## src/rtl/mem_access_unit_if.sv

```systemverilog
// Core-side request/response and word-wide data-bus signals of the memory access stage.
// slave = the access unit's view, master = the core/memory environment's view.
interface mem_access_unit_if;
  logic        req_valid;
  logic        req_we;
  logic [31:0] req_addr;
  logic [31:0] req_wdata;
  logic [1:0]  req_size;
  logic        req_sign;
  logic        req_ready;
  logic        stall;
  logic        rsp_valid;
  logic [31:0] rsp_rdata;
  logic        err;
  logic        bus_req;
  logic        bus_we;
  logic [31:0] bus_addr;
  logic [3:0]  bus_be;
  logic [31:0] bus_wdata;
  logic [31:0] bus_rdata;
  logic        bus_ack;

  modport slave (
    input  req_valid, req_we, req_addr, req_wdata, req_size, req_sign, bus_rdata, bus_ack,
    output req_ready, stall, rsp_valid, rsp_rdata, err,
           bus_req, bus_we, bus_addr, bus_be, bus_wdata
  );

  modport master (
    output req_valid, req_we, req_addr, req_wdata, req_size, req_sign, bus_rdata, bus_ack,
    input  req_ready, stall, rsp_valid, rsp_rdata, err,
           bus_req, bus_we, bus_addr, bus_be, bus_wdata
  );
endinterface

```

## src/rtl/mem_access_unit.sv

```systemverilog
// Data-memory access stage: splits misaligned byte/half/word accesses into up to two
// byte-enabled bus beats, assembles and extends load data, and times out stuck beats.
module mem_access_unit #(
  parameter int unsigned TIMEOUT_CYC = 16
) (
  input  logic             clk,
  input  logic             rst,
  mem_access_unit_if.slave mif
);
  localparam int unsigned TW = (TIMEOUT_CYC > 2) ? $clog2(TIMEOUT_CYC) : 1;
  localparam logic [TW-1:0] TLAST = TW'(TIMEOUT_CYC - 1);

  typedef enum logic [1:0] {IDLE, BEAT0, BEAT1, DONE} state_t;

  state_t      state, state_n;
  logic [31:0] base, base_n;
  logic [1:0]  off, off_n;
  logic [1:0]  size, size_n;
  logic        sign, sign_n;
  logic        we, we_n;
  logic [31:0] wdata, wdata_n;
  logic [31:0] acc, acc_n;
  logic [TW-1:0] timer, timer_n;
  logic        bus_req_q, bus_req_n;
  logic        bus_we_q, bus_we_n;
  logic [31:0] bus_addr_q, bus_addr_n;
  logic [3:0]  bus_be_q, bus_be_n;
  logic [31:0] bus_wdata_q, bus_wdata_n;
  logic        rsp_valid_q, rsp_valid_n;
  logic [31:0] rsp_rdata_q, rsp_rdata_n;
  logic        err_q, err_n;

  logic [3:0]  mask;
  logic        split;
  logic [4:0]  sh;
  logic [7:0]  be_pair;
  logic [63:0] wd_pair;
  logic [31:0] lo, hi, merged, ext;
  logic        fin, tmo;

  // Both beats come out of one double-width shift: the low half is beat 0, the high half beat 1.
  assign sh      = {off, 3'b000};
  assign be_pair = {4'b0000, mask} << off;
  assign wd_pair = {32'h0, wdata} << sh;
  assign lo      = mif.bus_rdata >> sh;
  assign hi      = mif.bus_rdata << (6'd32 - {1'b0, sh});
  assign merged  = (state == BEAT1) ? (acc | hi) : lo;

  always_comb begin
    mask  = 4'b1111;
    split = (off != 2'd0);
    ext   = merged;
    unique case (size)
      2'b00: begin
        mask  = 4'b0001;
        split = 1'b0;
        ext   = sign ? {{24{merged[7]}}, merged[7:0]} : {24'h0, merged[7:0]};
      end
      2'b01: begin
        mask  = 4'b0011;
        split = (off == 2'd3);
        ext   = sign ? {{16{merged[15]}}, merged[15:0]} : {16'h0, merged[15:0]};
      end
      default: ;
    endcase
  end

  always_comb begin
    state_n     = state;
    base_n      = base;
    off_n       = off;
    size_n      = size;
    sign_n      = sign;
    we_n        = we;
    wdata_n     = wdata;
    acc_n       = acc;
    timer_n     = timer;
    bus_req_n   = bus_req_q;
    bus_we_n    = bus_we_q;
    bus_addr_n  = bus_addr_q;
    bus_be_n    = bus_be_q;
    bus_wdata_n = bus_wdata_q;
    rsp_valid_n = 1'b0;
    rsp_rdata_n = '0;
    err_n       = 1'b0;
    fin         = 1'b0;
    tmo         = 1'b0;
    unique case (state)
      IDLE: begin
        if (mif.req_valid) begin
          base_n  = {mif.req_addr[31:2], 2'b00};
          off_n   = mif.req_addr[1:0];
          size_n  = mif.req_size;
          sign_n  = mif.req_sign;
          we_n    = mif.req_we;
          wdata_n = mif.req_wdata;
          state_n = BEAT0;
        end
      end
      BEAT0: begin
        // First BEAT0 cycle registers the beat fields; later cycles wait for ack.
        if (!bus_req_q) begin
          bus_req_n   = 1'b1;
          bus_we_n    = we;
          bus_addr_n  = base;
          bus_be_n    = be_pair[3:0];
          bus_wdata_n = wd_pair[31:0];
          timer_n     = '0;
        end else if (mif.bus_ack) begin
          if (split) begin
            acc_n       = lo;
            state_n     = BEAT1;
            bus_addr_n  = base + 32'd4;
            bus_be_n    = be_pair[7:4];
            bus_wdata_n = wd_pair[63:32];
            timer_n     = '0;
          end else begin
            fin = 1'b1;
          end
        end else if (timer == TLAST) begin
          tmo = 1'b1;
        end else begin
          timer_n = timer + 1'b1;
        end
      end
      BEAT1: begin
        if (mif.bus_ack) begin
          fin = 1'b1;
        end else if (timer == TLAST) begin
          tmo = 1'b1;
        end else begin
          timer_n = timer + 1'b1;
        end
      end
      DONE:    state_n = IDLE;
      default: state_n = IDLE;
    endcase
    if (fin || tmo) begin
      state_n     = DONE;
      bus_req_n   = 1'b0;
      bus_we_n    = 1'b0;
      bus_addr_n  = '0;
      bus_be_n    = '0;
      bus_wdata_n = '0;
      rsp_valid_n = 1'b1;
      err_n       = tmo;
      rsp_rdata_n = (tmo || we) ? '0 : ext;
    end
  end

  always_ff @(posedge clk or posedge rst) begin
    if (rst) begin
      state       <= IDLE;
      base        <= '0;
      off         <= '0;
      size        <= '0;
      sign        <= 1'b0;
      we          <= 1'b0;
      wdata       <= '0;
      acc         <= '0;
      timer       <= '0;
      bus_req_q   <= 1'b0;
      bus_we_q    <= 1'b0;
      bus_addr_q  <= '0;
      bus_be_q    <= '0;
      bus_wdata_q <= '0;
      rsp_valid_q <= 1'b0;
      rsp_rdata_q <= '0;
      err_q       <= 1'b0;
    end else begin
      state       <= state_n;
      base        <= base_n;
      off         <= off_n;
      size        <= size_n;
      sign        <= sign_n;
      we          <= we_n;
      wdata       <= wdata_n;
      acc         <= acc_n;
      timer       <= timer_n;
      bus_req_q   <= bus_req_n;
      bus_we_q    <= bus_we_n;
      bus_addr_q  <= bus_addr_n;
      bus_be_q    <= bus_be_n;
      bus_wdata_q <= bus_wdata_n;
      rsp_valid_q <= rsp_valid_n;
      rsp_rdata_q <= rsp_rdata_n;
      err_q       <= err_n;
    end
  end

  assign mif.req_ready = (state == IDLE);
  assign mif.stall     = mif.req_valid & ~rsp_valid_q;
  assign mif.rsp_valid = rsp_valid_q;
  assign mif.rsp_rdata = rsp_rdata_q;
  assign mif.err       = err_q;
  assign mif.bus_req   = bus_req_q;
  assign mif.bus_we    = bus_we_q;
  assign mif.bus_addr  = bus_addr_q;
  assign mif.bus_be    = bus_be_q;
  assign mif.bus_wdata = bus_wdata_q;
endmodule

```

## src/flat_wrapper.sv

```systemverilog
// flat-port wrapper written by rule: the top's interface ports become plain ports
module mem_access_unit_flat 
#(
  parameter int unsigned TIMEOUT_CYC = 16
)
  (clk, rst, mif_req_valid, mif_req_we, mif_req_addr, mif_req_wdata, mif_req_size, mif_req_sign, mif_bus_rdata, mif_bus_ack, mif_req_ready, mif_stall, mif_rsp_valid, mif_rsp_rdata, mif_err, mif_bus_req, mif_bus_we, mif_bus_addr, mif_bus_be, mif_bus_wdata);
  mem_access_unit_if mif_i ();
  input  logic clk;
  input  logic rst;
  input wire logic [$bits(mif_i.req_valid)-1:0] mif_req_valid;
  input wire logic [$bits(mif_i.req_we)-1:0] mif_req_we;
  input wire logic [$bits(mif_i.req_addr)-1:0] mif_req_addr;
  input wire logic [$bits(mif_i.req_wdata)-1:0] mif_req_wdata;
  input wire logic [$bits(mif_i.req_size)-1:0] mif_req_size;
  input wire logic [$bits(mif_i.req_sign)-1:0] mif_req_sign;
  input wire logic [$bits(mif_i.bus_rdata)-1:0] mif_bus_rdata;
  input wire logic [$bits(mif_i.bus_ack)-1:0] mif_bus_ack;
  output wire logic [$bits(mif_i.req_ready)-1:0] mif_req_ready;
  output wire logic [$bits(mif_i.stall)-1:0] mif_stall;
  output wire logic [$bits(mif_i.rsp_valid)-1:0] mif_rsp_valid;
  output wire logic [$bits(mif_i.rsp_rdata)-1:0] mif_rsp_rdata;
  output wire logic [$bits(mif_i.err)-1:0] mif_err;
  output wire logic [$bits(mif_i.bus_req)-1:0] mif_bus_req;
  output wire logic [$bits(mif_i.bus_we)-1:0] mif_bus_we;
  output wire logic [$bits(mif_i.bus_addr)-1:0] mif_bus_addr;
  output wire logic [$bits(mif_i.bus_be)-1:0] mif_bus_be;
  output wire logic [$bits(mif_i.bus_wdata)-1:0] mif_bus_wdata;
  assign mif_i.req_valid = mif_req_valid;
  assign mif_i.req_we = mif_req_we;
  assign mif_i.req_addr = mif_req_addr;
  assign mif_i.req_wdata = mif_req_wdata;
  assign mif_i.req_size = mif_req_size;
  assign mif_i.req_sign = mif_req_sign;
  assign mif_i.bus_rdata = mif_bus_rdata;
  assign mif_i.bus_ack = mif_bus_ack;
  assign mif_req_ready = mif_i.req_ready;
  assign mif_stall = mif_i.stall;
  assign mif_rsp_valid = mif_i.rsp_valid;
  assign mif_rsp_rdata = mif_i.rsp_rdata;
  assign mif_err = mif_i.err;
  assign mif_bus_req = mif_i.bus_req;
  assign mif_bus_we = mif_i.bus_we;
  assign mif_bus_addr = mif_i.bus_addr;
  assign mif_bus_be = mif_i.bus_be;
  assign mif_bus_wdata = mif_i.bus_wdata;
  mem_access_unit #(.TIMEOUT_CYC(TIMEOUT_CYC)) u_core (.clk(clk), .rst(rst), .mif(mif_i));
endmodule
```

## config.mk

```make
export PLATFORM = sky130hd
export DESIGN_NAME = mem_access_unit_flat
export DESIGN_NICKNAME = d
export VERILOG_FILES = /design/src/rtl/mem_access_unit_if.sv /design/src/rtl/mem_access_unit.sv /design/src/flat_wrapper.sv
export SDC_FILE = /design/constraint.sdc
export NUM_CORES = 1
export LEC_CHECK = 0
export ABC_AREA = 1
export BUFFER_PORTS_ARGS = -buffer_cell sky130_fd_sc_hd__buf_4
export CORE_MARGIN = 3
export CORE_UTILIZATION = 50
export CTS_CLUSTER_SIZE = 8
export DETAILED_ROUTE_END_ITERATION = 8
export HOLD_SLACK_MARGIN = 0.02
export PLACE_DENSITY = 0.83
export RECOVER_POWER = 25
export SLEW_MARGIN = 20
export SYNTH_ARGS = -nofsm -noshare
export SYNTH_HDL_FRONTEND = slang
export SYNTH_SLANG_ARGS = --single-unit
```

## constraint.sdc

```tcl
create_clock -name clk -period 9.7 [get_ports clk]
set_input_delay 2.91 -clock clk [delete_from_list [all_inputs] [get_ports clk]]
set_output_delay 2.91 -clock clk [all_outputs]
set_load 0.02 [all_outputs]
```

* After elaboration in Yosys (flattened, before gate mapping)
Cells that the tools add are included.
Widths: inputs -> output; s select.
** Cells by class
- $add $sub $neg :: 3
- Eq/ne operators :: 15
- Shift operators :: 4
- Mux-type cells :: 51
- Bitwise operators :: 3
- Reduce and logical (&&, ||, !) cells :: 14
** Operator list (number)
- $mux 32 :: 15
- $pmux 32 s2 :: 1
- $shl 32x5->64 :: 1
- $mux 4 :: 10
- $add 32x3->32 const B :: 1
- $or 32x32->32 :: 1
- $shl 32x6->32 :: 1
- $shr 32x5->32 :: 1
- $pmux 4 s2 :: 2
- $mux 1 :: 14
- $mux 2 :: 5
- $shl 4x2->8 :: 1
- $eq 2x2->1 const B :: 3
- $ne 3x1->1 const B :: 2
- $ne 3x2->1 const B :: 2
- $ne 3x3->1 const B :: 2
- $pmux 1 s2 :: 3
- $pmux 2 s3 :: 1
- $reduce_and 3->1 :: 2
- $reduce_bool 2->1 :: 3
- $sub 6x5->6 const A :: 1
- $reduce_and 5->1 :: 1
- $add 4x1->4 const B :: 1
- $eq 2x1->1 const B :: 2
- 10 further kinds :: 14
** Storage, ports and cells
- Register bits after elaboration :: 210
- Output and inout port bits :: 106

* Depth between registers and ports, before layout
Gate-level depths: netlist of run 1.
- Depth after elaboration :: 9
- Depth in mapped cells :: 15

* Least setup slack after synthesis of run 1
Ideal clock, no wire load.
- Path type :: input to output
- Start point :: input port mif_req_valid
- End point :: output port mif_stall
- Arrival time :: 3221 ps
- Setup slack :: 3569 ps
- Cell stages on the path :: 2
- Path through :: inv_1 nor2_1
** On the way
- Word-level cells in the longest chain between the ends :: 1
** RTL lines
- from (decl) :: line flat_wrapper.sv:10 : input wire logic [$bits(mif_i.req_valid)-1:0] mif_req_valid;
- $and 1x1->1 :: line mem_access_unit.sv:192 : assign mif.stall = mif.req_valid & ~rsp_valid_q;
- to (decl) :: line flat_wrapper.sv:19 : output wire logic [$bits(mif_i.stall)-1:0] mif_stall;
Every way passes these cells.

* Worst setup path after layout of run 1
Ends and elaborated chain as after synthesis.

==> results.cfg, run 1 <==
[timing]
setup_viol = 0
drv_slew = 159
hold_viol_final = 0
fin_crit_sh_pct = 64.0
slew_headroom_pct = -124
finalSetupTns_ps = 0
fmax_mhz = 161
skew_ps = 15.3
whs_ps = 482
grt_setup_unrepaired = false
worst_pin_slew_ps = 3350
timing.final.crit_period_ps = 6210

[synthesis]
synth_fa_ha_area_share_pct = 0.900
avgSynthCellArea_sq_um = 7.84
synth_edf_count = 0
ys_seq_area_share_pct = 46.8
synth.mux.area_fraction_pct = 3.58
netlist_instances = 1418
ys_async_sr_fraction_pct = 100
ys_seq_elements = 208
synthFlopType = dfrtp_1
synth_compound_area_share_pct = 15.9
synth-xor-area-share_pct = 0.866
yosysTopAreaCell = dfrtp_1
syn_area_sq_um = 11100
synth.top_cell.area_share_pct = 46.8
ys_top_cells_by_area = dfrtp_1 (47%), nand2_1 (12%), a21oi_1 (6.2%)
yosysUniqueCellTypes = 51
synth_top_family_by_area = simple AND/OR/NAND/NOR gates
ys.warnings.count = 0
synth_simple_gate_area_share_pct = 24.8

[hold_path]
hold_depth = 2
holdPathEnd = u_core.acc[25]
hold_path.class = reg -> reg
worstHoldStart = u_core.acc[25]

[critical_path]
reg2reg_depth = 8
cpMostUsedCell = buf_4
worstPathCellList = buf_4 -> inv_1 -> nor2_1 -> buf_4
reg2reg_from = u_core.off[0]
path_delay_family = buffers and inverters
critPathRequiredTime_ps = 6790
critical_path.startpoint_type = input pin
cpMaxStageDelayCell = buf_4
max_stage_delay_ps = 150
crit_arrival_ps = 3300
critPathMaxFanout = 2
crit_path_end_kind = output port
r2r-end = u_core.mif.rsp_rdata[12]
worst-r2r-setup-slack_ps = 5200
path_class = in -> out
crit_buf_inv = 3

[global_route]
grt_max_degree = 159
grt_pass1_wl_um = 53100
grt_usage_pct = 27.0
grt_pass1_vias = 10400
antenna_found_initial = 0
grt_overflow = 0

[die]
placementRows = 53
io_pins = 210
core_area_sq_um = 21400
die_h_um = 155
dieWidth_um = 155
die_area_sq_um = 24100
start_util_pct = 51.9

[flow_run]
max_cap_violations = 1

[run_status]
failed_checks = max-capacitance violations, max-slew violations
status = complete, but fails checks

[detailed_routing]
top_layer_used = met4
first_pass_iters = 5
drt-initial-drc-count = 1072
wire_per_inst_um = 18.0
m1WireLength_um = 13100
via_per_inst = 5.76
wl_met3_um = 3250
ant_nets = 0
drt_wl_total_um = 33300
wl_met2_um = 15700
drc = 0
detailroute.via_count = 10700

[clocking]
cts_max_level = 1
ctsHoldBuffers = 0
cts.sinks = 208
clock-root-buffer = clkbuf_16
cts_inserted_buffers = 29
cts_resized = 0
insertion_delay_ps = 530
clockBufferDepth = 3
clk_pin_slew_ps = 50
tritoncts = built
cts_setup_buffers = 0

[pwr]
power.total_mw = 4.70
irDropWorstVdd_uv = 204
pwr-share-comb_pct = 50.1
p_int_mw = 2.55
p_sw_share_pct = 45.8
clockPowerShare_pct = 18.4
pwr_density_cell_nw_per_um2 = 351
p_seq_share_pct = 31.4
p_leak_nw = 6.70
p_switching_mw = 2.15

[finish]
drive_gt1_share_pct = 20.4
syn2layout_area_growth_pct = 20.4
final_cells = 1855
num_antenna_cells = 0
nets = 1693

[placed_design]
placedCellCount = 1825
port_buffers = 207
gp_congestion = 0.936
hpwlAfterDp_um = 22600
==> through the flow <==
stage | cell area, sq um | utilization (%) | setup slack (ps)
after floorplan | 11100 | - | 1110
after global placement | 12700 | 59.2 | 3510
after detailed placement | 12700 | 59.2 | 3500
after CTS | 13400 | 62.6 | 3500
after global routing | 13400 | 62.5 | 3450
final | 13400 | 62.5 | 3490
==> worst reg2reg max path: cells and delay by family (launching register included) <==
kind | cells | cell delay (ps)
flip-flops | 1 | 340
buffers and inverters | 3 | 1670
adder cells (fa/ha/maj) | 1 | 450
AND/OR/NAND/NOR | 2 | 1240
AO/OA/AOI/OAI | 2 | 700
==> kinds of logic after synthesis <==
group / count (synthesis)
adder cells (fa/ha/maj): 8
AO/OA/AOI/OAI: 318
multiplexers: 36
buffers and inverters: 180
flip-flops: 208
XOR/XNOR: 11
other: 1
AND/OR/NAND/NOR: 656
==> layout make-up <==
| class | count | area, sq um |
|---|---|---|
| Fill cell | 1896 | 8030 |
| Sequential cell | 208 | 5210 |
| Multi-Input combinational cell | 1031 | 5130 |
| Timing Repair Buffer | 215 | 1610 |
| Clock buffer | 30 | 729 |
| Inverter | 96 | 369 |
| Tap cell | 275 | 344 |
==> how the worst max path moves through the flow <==
stage               endpoint  cells past startpoint           from
6_report           mif_stall                      4  mif_req_valid
5_1_grt            mif_stall                      4  mif_req_valid
4_1_cts            mif_stall                      4  mif_req_valid
3_5_place_dp       mif_stall                      4  mif_req_valid
3_3_place_gp       mif_stall                      4  mif_req_valid
2_1_floorplan  u_core.acc[0]                      1            rst
==> Yosys cell counts, types with 11 or more instances <==
master / n
nand2_1: 358
dfrtp_1: 208
nor2_1: 172
a21oi_1: 138
o21ai_0: 102
inv_1: 88
nand3_1: 72
buf_2: 32
mux2_2: 30
clkbuf_1: 28
o22ai_1: 18
buf_4: 11
nand4_1: 11
o31ai_1: 11
==> power by group through the flow <==
stage          Sequential (mW)  Combinational (mW)  Clock [mW]
3_5_place_dp              1.47                2.33           0
4_1_cts                   1.47                2.34       0.879
3_3_place_gp              1.47                2.26           0
5_1_grt                   1.51                2.61       0.920
2_1_floorplan             1.55                1.55           0
6_report                  1.48                2.36       0.867
==> sequential cells by signal, summed over array words and instances (netlist names), 4 cells and up <==
signal	flops
u_core.acc	32
u_core.mif.bus_wdata	32
u_core.mif.rsp_rdata	32
u_core.wdata	32
u_core.base	30
u_core.mif.bus_addr	30
u_core.mif.bus_be	4
u_core.timer	4
==> cells in the final DEF, fill, tap and decap left out, types with 3 or more instances in the layout <==
master / n
a211oi_1: 5
a211oi_2: 3
a21boi_0: 5
a21oi_1: 138
a22oi_1: 3
a31oi_1: 7
buf_4: 214
clkbuf_16: 29
dfrtp_1: 207
ha_1: 8
inv_1: 87
inv_2: 6
mux2_2: 30
mux2i_1: 6
nand2_1: 357
nand2_2: 8
nand2_4: 3
nand3_1: 71
nand4_1: 12
nor2_1: 171
nor2_2: 11
nor2_4: 4
nor3_1: 7
o211ai_1: 8
o21a_1: 3
o21ai_0: 102
o21ai_1: 6
o221ai_1: 5
o22ai_1: 18
o31ai_1: 11
or2_2: 5
xor2_1: 9
==> layer usage <==
layer  vias to the layer above  global-route usage (%)
met5                         -                       0
met4                         0                    10.8
met3                       101                    5.23
met2                       574                    43.8
met1                      5029                    35.9
li1                       4988                       -
Power figures use the tool's default switching activity.
==> run 2: changes to the inputs <==
==> constraint.sdc (replaced) <==
create_clock -name clk -period 6.3 [get_ports clk]
set_input_delay 1.89 -clock clk [delete_from_list [all_inputs] [get_ports clk]]
set_output_delay 1.89 -clock clk [all_outputs]
set_load 0.02 [all_outputs]
==> results.cfg, run 2 (synthesis gave the netlist of run 1 again) <==
[critical_path]
worstSetupEndpoint = u_core.mif.bus_addr[31]
crit_arrival_ps = 4440
critPathMaxFanout = 129
r2r-end = u_core.mif.bus_addr[21]
reg2reg_from = u_core.state[0]
crit_path_end_kind = async pin
path_class = in -> async
critical_path.startpoint_type = input pin
reg2reg_depth = 10
worst-r2r-setup-slack_ps = 1950
startpoint = rst
critPathRequiredTime_ps = 6220

[clocking]
cts_setup_buffers = 0
cts_max_level = 1
cts_resized = 0
clock-root-buffer = clkbuf_16
insertion_delay_ps = 560
tritoncts = built
clk_pin_slew_ps = 50
ctsHoldBuffers = 0
cts_inserted_buffers = 29
cts.sinks = 208
clockBufferDepth = 3

[hold_path]
worstHoldStart = u_core.acc[30]
hold_path.class = reg -> reg

[timing]
timing.final.crit_period_ps = 4520
worst_pin_slew_ps = 3230
slew_headroom_pct = -116
grt_setup_unrepaired = false
drv_slew = 174
fin_crit_sh_pct = 71.8
setup_viol = 0
fmax_mhz = 221
hold_viol_final = 0
skew_ps = 20.4
finalSetupTns_ps = 0
whs_ps = 485

[finish]
final_area_sq_um = 13400
fin_util_pct = 62.8
num_antenna_cells = 0
most-common-layout-cells = nand2_1 (357), buf_4 (215), dfrtp_1 (207)
nets = 1696
drive_gt1_share_pct = 20.7
syn2layout_area_growth_pct = 20.9
layout_commonest_cell = nand2_1
num-fill-cells = 1852

[global_route]
grt_overflow = 0
antenna_found_initial = 0
grt_usage_pct = 26.2
grt_pass1_wl_um = 51400
grt_pass1_vias = 10000
grt_max_degree = 130

[die]
die_h_um = 155
io_pins = 210
dieWidth_um = 155
die_area_sq_um = 24100
start_util_pct = 51.9
core_area_sq_um = 21400
placementRows = 53

[detailed_routing]
detailroute.via_count = 10600
drt-initial-drc-count = 1048
drc = 0
drt_wl_total_um = 32500
ant_nets = 0
via_per_inst = 5.71
wire_per_inst_um = 17.5
first_pass_iters = 6

[run_status]
status = complete, but fails checks
failed_checks = max-capacitance violations, max-slew violations

[pwr]
irDropWorstVdd_uv = 395
p_leak_nw = 6.72
power.total_mw = 7.26
pwr_density_cell_nw_per_um2 = 540

[flow_run]
max_cap_violations = 2

[placed_design]
gp_congestion = 0.940
hpwlAfterDp_um = 22300
port_buffers = 207
postPlaceCellArea_sq_um = 12700
[run 2: power breakdown]
| part | internal [mW] | leakage (nW) | switching, mW |
|---|---|---|---|
| logic | 1.27 | 3.76 | 2.33 |
| clock network | 0.806 | 0.368 | 0.557 |
| registers | 1.86 | 2.59 | 0.425 |
| total | 3.94 | 6.72 | 3.32 |
[run 2: cell type report]
class | count | area (sq um) | area share, %
Sequential cell | 208 | 5210 | 38.7
Clock inverter | 1 | 20.0 | 0.149
Tap cell | 275 | 344 | 2.56
Timing Repair Buffer | 218 | 1640 | 12.2
Inverter | 96 | 365 | 2.72
Clock buffer | 30 | 729 | 5.42
Multi-Input combinational cell | 1031 | 5140 | 38.3
[run 2: layer usage]
metal	global-route usage [%]	share of wire (%)	vias up
li1	-	-	4977
met1	36.2	40	5013
met2	41.6	46	527
met3	4.09	9.1	96
met4	10.3	4.3	0
met5	0	0	-
[run 2: how the worst min path moves through the flow]
stage                      to  slack (ps)  cells past startpoint
3_3_place_gp   u_core.acc[27]         470                      2
5_1_grt         u_core.acc[3]         510                      2
6_report       u_core.acc[30]         490                      2
3_5_place_dp   u_core.acc[24]         470                      2
2_1_floorplan  u_core.acc[25]         450                      2
4_1_cts        u_core.acc[24]         490                      2
[run 2: per-stage QoR]
| stage | setup slack (ps) | std cells |
|---|---|---|
| after floorplan | 1710 | 1419 |
| after global placement | 2140 | 1828 |
| after global routing | 1140 | 1859 |
| final | 1780 | 1859 |
| after CTS | 2140 | 1859 |
| after detailed placement | 2140 | 1828 |
[run 2: worst max-delay path, cell delays in order]
cell        delay (ps)
clkbuf_4           110
clkinvlp_2          90
clkbuf_2          2220
==> run 3: changes to the inputs <==
--- a/config.mk
+++ b/config.mk
@@ -12,7 +12,7 @@
 export CTS_CLUSTER_SIZE = 8
 export DETAILED_ROUTE_END_ITERATION = 8
 export HOLD_SLACK_MARGIN = 0.02
-export PLACE_DENSITY = 0.83
+export PLACE_DENSITY = 0.86
 export RECOVER_POWER = 25
 export SLEW_MARGIN = 20
 export SYNTH_ARGS = -nofsm -noshare
==> constraint.sdc (replaced) <==
create_clock -name clk -period 4.07 [get_ports clk]
set_input_delay 1.221 -clock clk [delete_from_list [all_inputs] [get_ports clk]]
set_output_delay 1.221 -clock clk [all_outputs]
set_load 0.02 [all_outputs]
==> results.cfg, run 3 (synthesis gave the netlist of run 1 again) <==
[global_route]
grt_overflow = 0
grt_pass1_vias = 10500
grt_pass1_wl_um = 53000
grt_usage_pct = 27.0
antenna_found_initial = 0
grt_max_degree = 74

[timing]
grt_setup_unrepaired = false
fmax_mhz = 323
fin_crit_sh_pct = 76.0
timing.final.crit_period_ps = 3090
drv_slew = 63
skew_ps = 8.80
hold_viol_final = 0
setup_viol = 0
worst_pin_slew_ps = 1530
finalSetupTns_ps = 0
whs_ps = 485
timing.final.ws_setup_ps = 977
slew_headroom_pct = -1.99

[critical_path]
crit_path_end_kind = flip-flop
critPathRequiredTime_ps = 4520
crit_arrival_ps = 3540
reg2reg_from = u_core.off[0]
critPathMaxFanout = 68
path_class = reg -> reg
startpoint = u_core.off[0]
critical_path.startpoint_type = flip-flop

[clocking]
cts.sinks = 208
tritoncts = built
clockBufferDepth = 3
clock-root-buffer = clkbuf_16
insertion_delay_ps = 540
cts_resized = 0
ctsHoldBuffers = 0
cts_inserted_buffers = 29
cts_max_level = 1
cts_setup_buffers = 0
clk_pin_slew_ps = 50

[detailed_routing]
via_per_inst = 5.74
detailroute.via_count = 10700
ant_nets = 0
drt_wl_total_um = 33300
first_pass_iters = 8
drt-initial-drc-count = 1090
drc = 0
wire_per_inst_um = 17.8

[finish]
final_cells = 1864
layout_commonest_cell = nand2_1
drive_gt1_share_pct = 21.0
num_antenna_cells = 0
nets = 1701
most-common-layout-cells = nand2_1 (357), buf_4 (217), dfrtp_1 (207)
syn2layout_area_growth_pct = 21.3

[pwr]
pwr_density_cell_nw_per_um2 = 834
power.total_mw = 11.3
irDropWorstVdd_uv = 446
p_leak_nw = 6.76

[die]
io_pins = 210
start_util_pct = 51.9
die_area_sq_um = 24100
die_h_um = 155
core_area_sq_um = 21400
dieWidth_um = 155
placementRows = 53

[flow_run]
max_cap_violations = 1

[hold_path]
hold_path.class = reg -> reg
worstHoldStart = u_core.acc[30]

[placed_design]
placedCellCount = 1833
hpwlAfterDp_um = 23300
gp_congestion = 0.926
dp_slack_ps = 1160
port_buffers = 207

[run_status]
status = complete, but fails checks
failed_checks = max-capacitance violations, max-slew violations
-- run 3: cell count changes in the layout (fill, tap and decap cells not counted), sizes merged --
cell,change
buf,+3
clkbuf,+2
clkinvlp,-1
inv,+1
-- run 3: layer usage --
| layer | wire length [um] | global-route usage (%) |
|---|---|---|
| met3 | 3140 | 5.87 |
| met5 | 0 | 0 |
| met1 | 12600 | 34.2 |
| met2 | 15900 | 44.6 |
| met4 | 1560 | 12.2 |
-- run 3: through the flow --
step | utilization (%) | cell area [sq um]
global placement | 59.7 | 12800
global route | 63.0 | 13500
detailed placement | 59.7 | 12800
floorplan | - | 11100
CTS | 63.2 | 13500
finish | 63.0 | 13500
-- run 3: worst paths after layout --
| check | end | slack [ps] | depth (start not counted) |
|---|---|---|---|
| max in group asynchronous | u_core.mif.bus_addr[22] | 1250 | 3 |
| min reg2reg | u_core.acc[30] | 490 | 2 |
| min in group asynchronous | u_core.wdata[23] | 860 | 2 |
| max | u_core.mif.rsp_rdata[20] | 980 | 10 |
| max reg2reg | u_core.mif.rsp_rdata[20] | 980 | 10 |
| min | u_core.acc[30] | 490 | 2 |
-- run 3: final cells by class --
cell class | instances | area [sq um]
fill | 1789 | 7920
sequential | 208 | 5210
multi-input combinational | 1031 | 5140
timing repair buffer | 223 | 1690
clock buffer | 30 | 729
inverter | 96 | 367
tap | 275 | 344
clock inverter | 1 | 20.0
-- run 3: power breakdown --
part	internal, mW	switching [mW]
registers	2.88	0.649
logic	1.99	3.66
clock network	1.25	0.835
total	6.12	5.14
-- run 3: critical path, stage by stage, from the launching register on --
cell     delay (ps)
dfrtp_2         420
inv_4           470
ha_1            350
nor2_1          110
buf_4           260
inv_1           290
o21ai_2         280
nand3_1         150
nand2_2         120
nand3_4         270
nor2_1          250
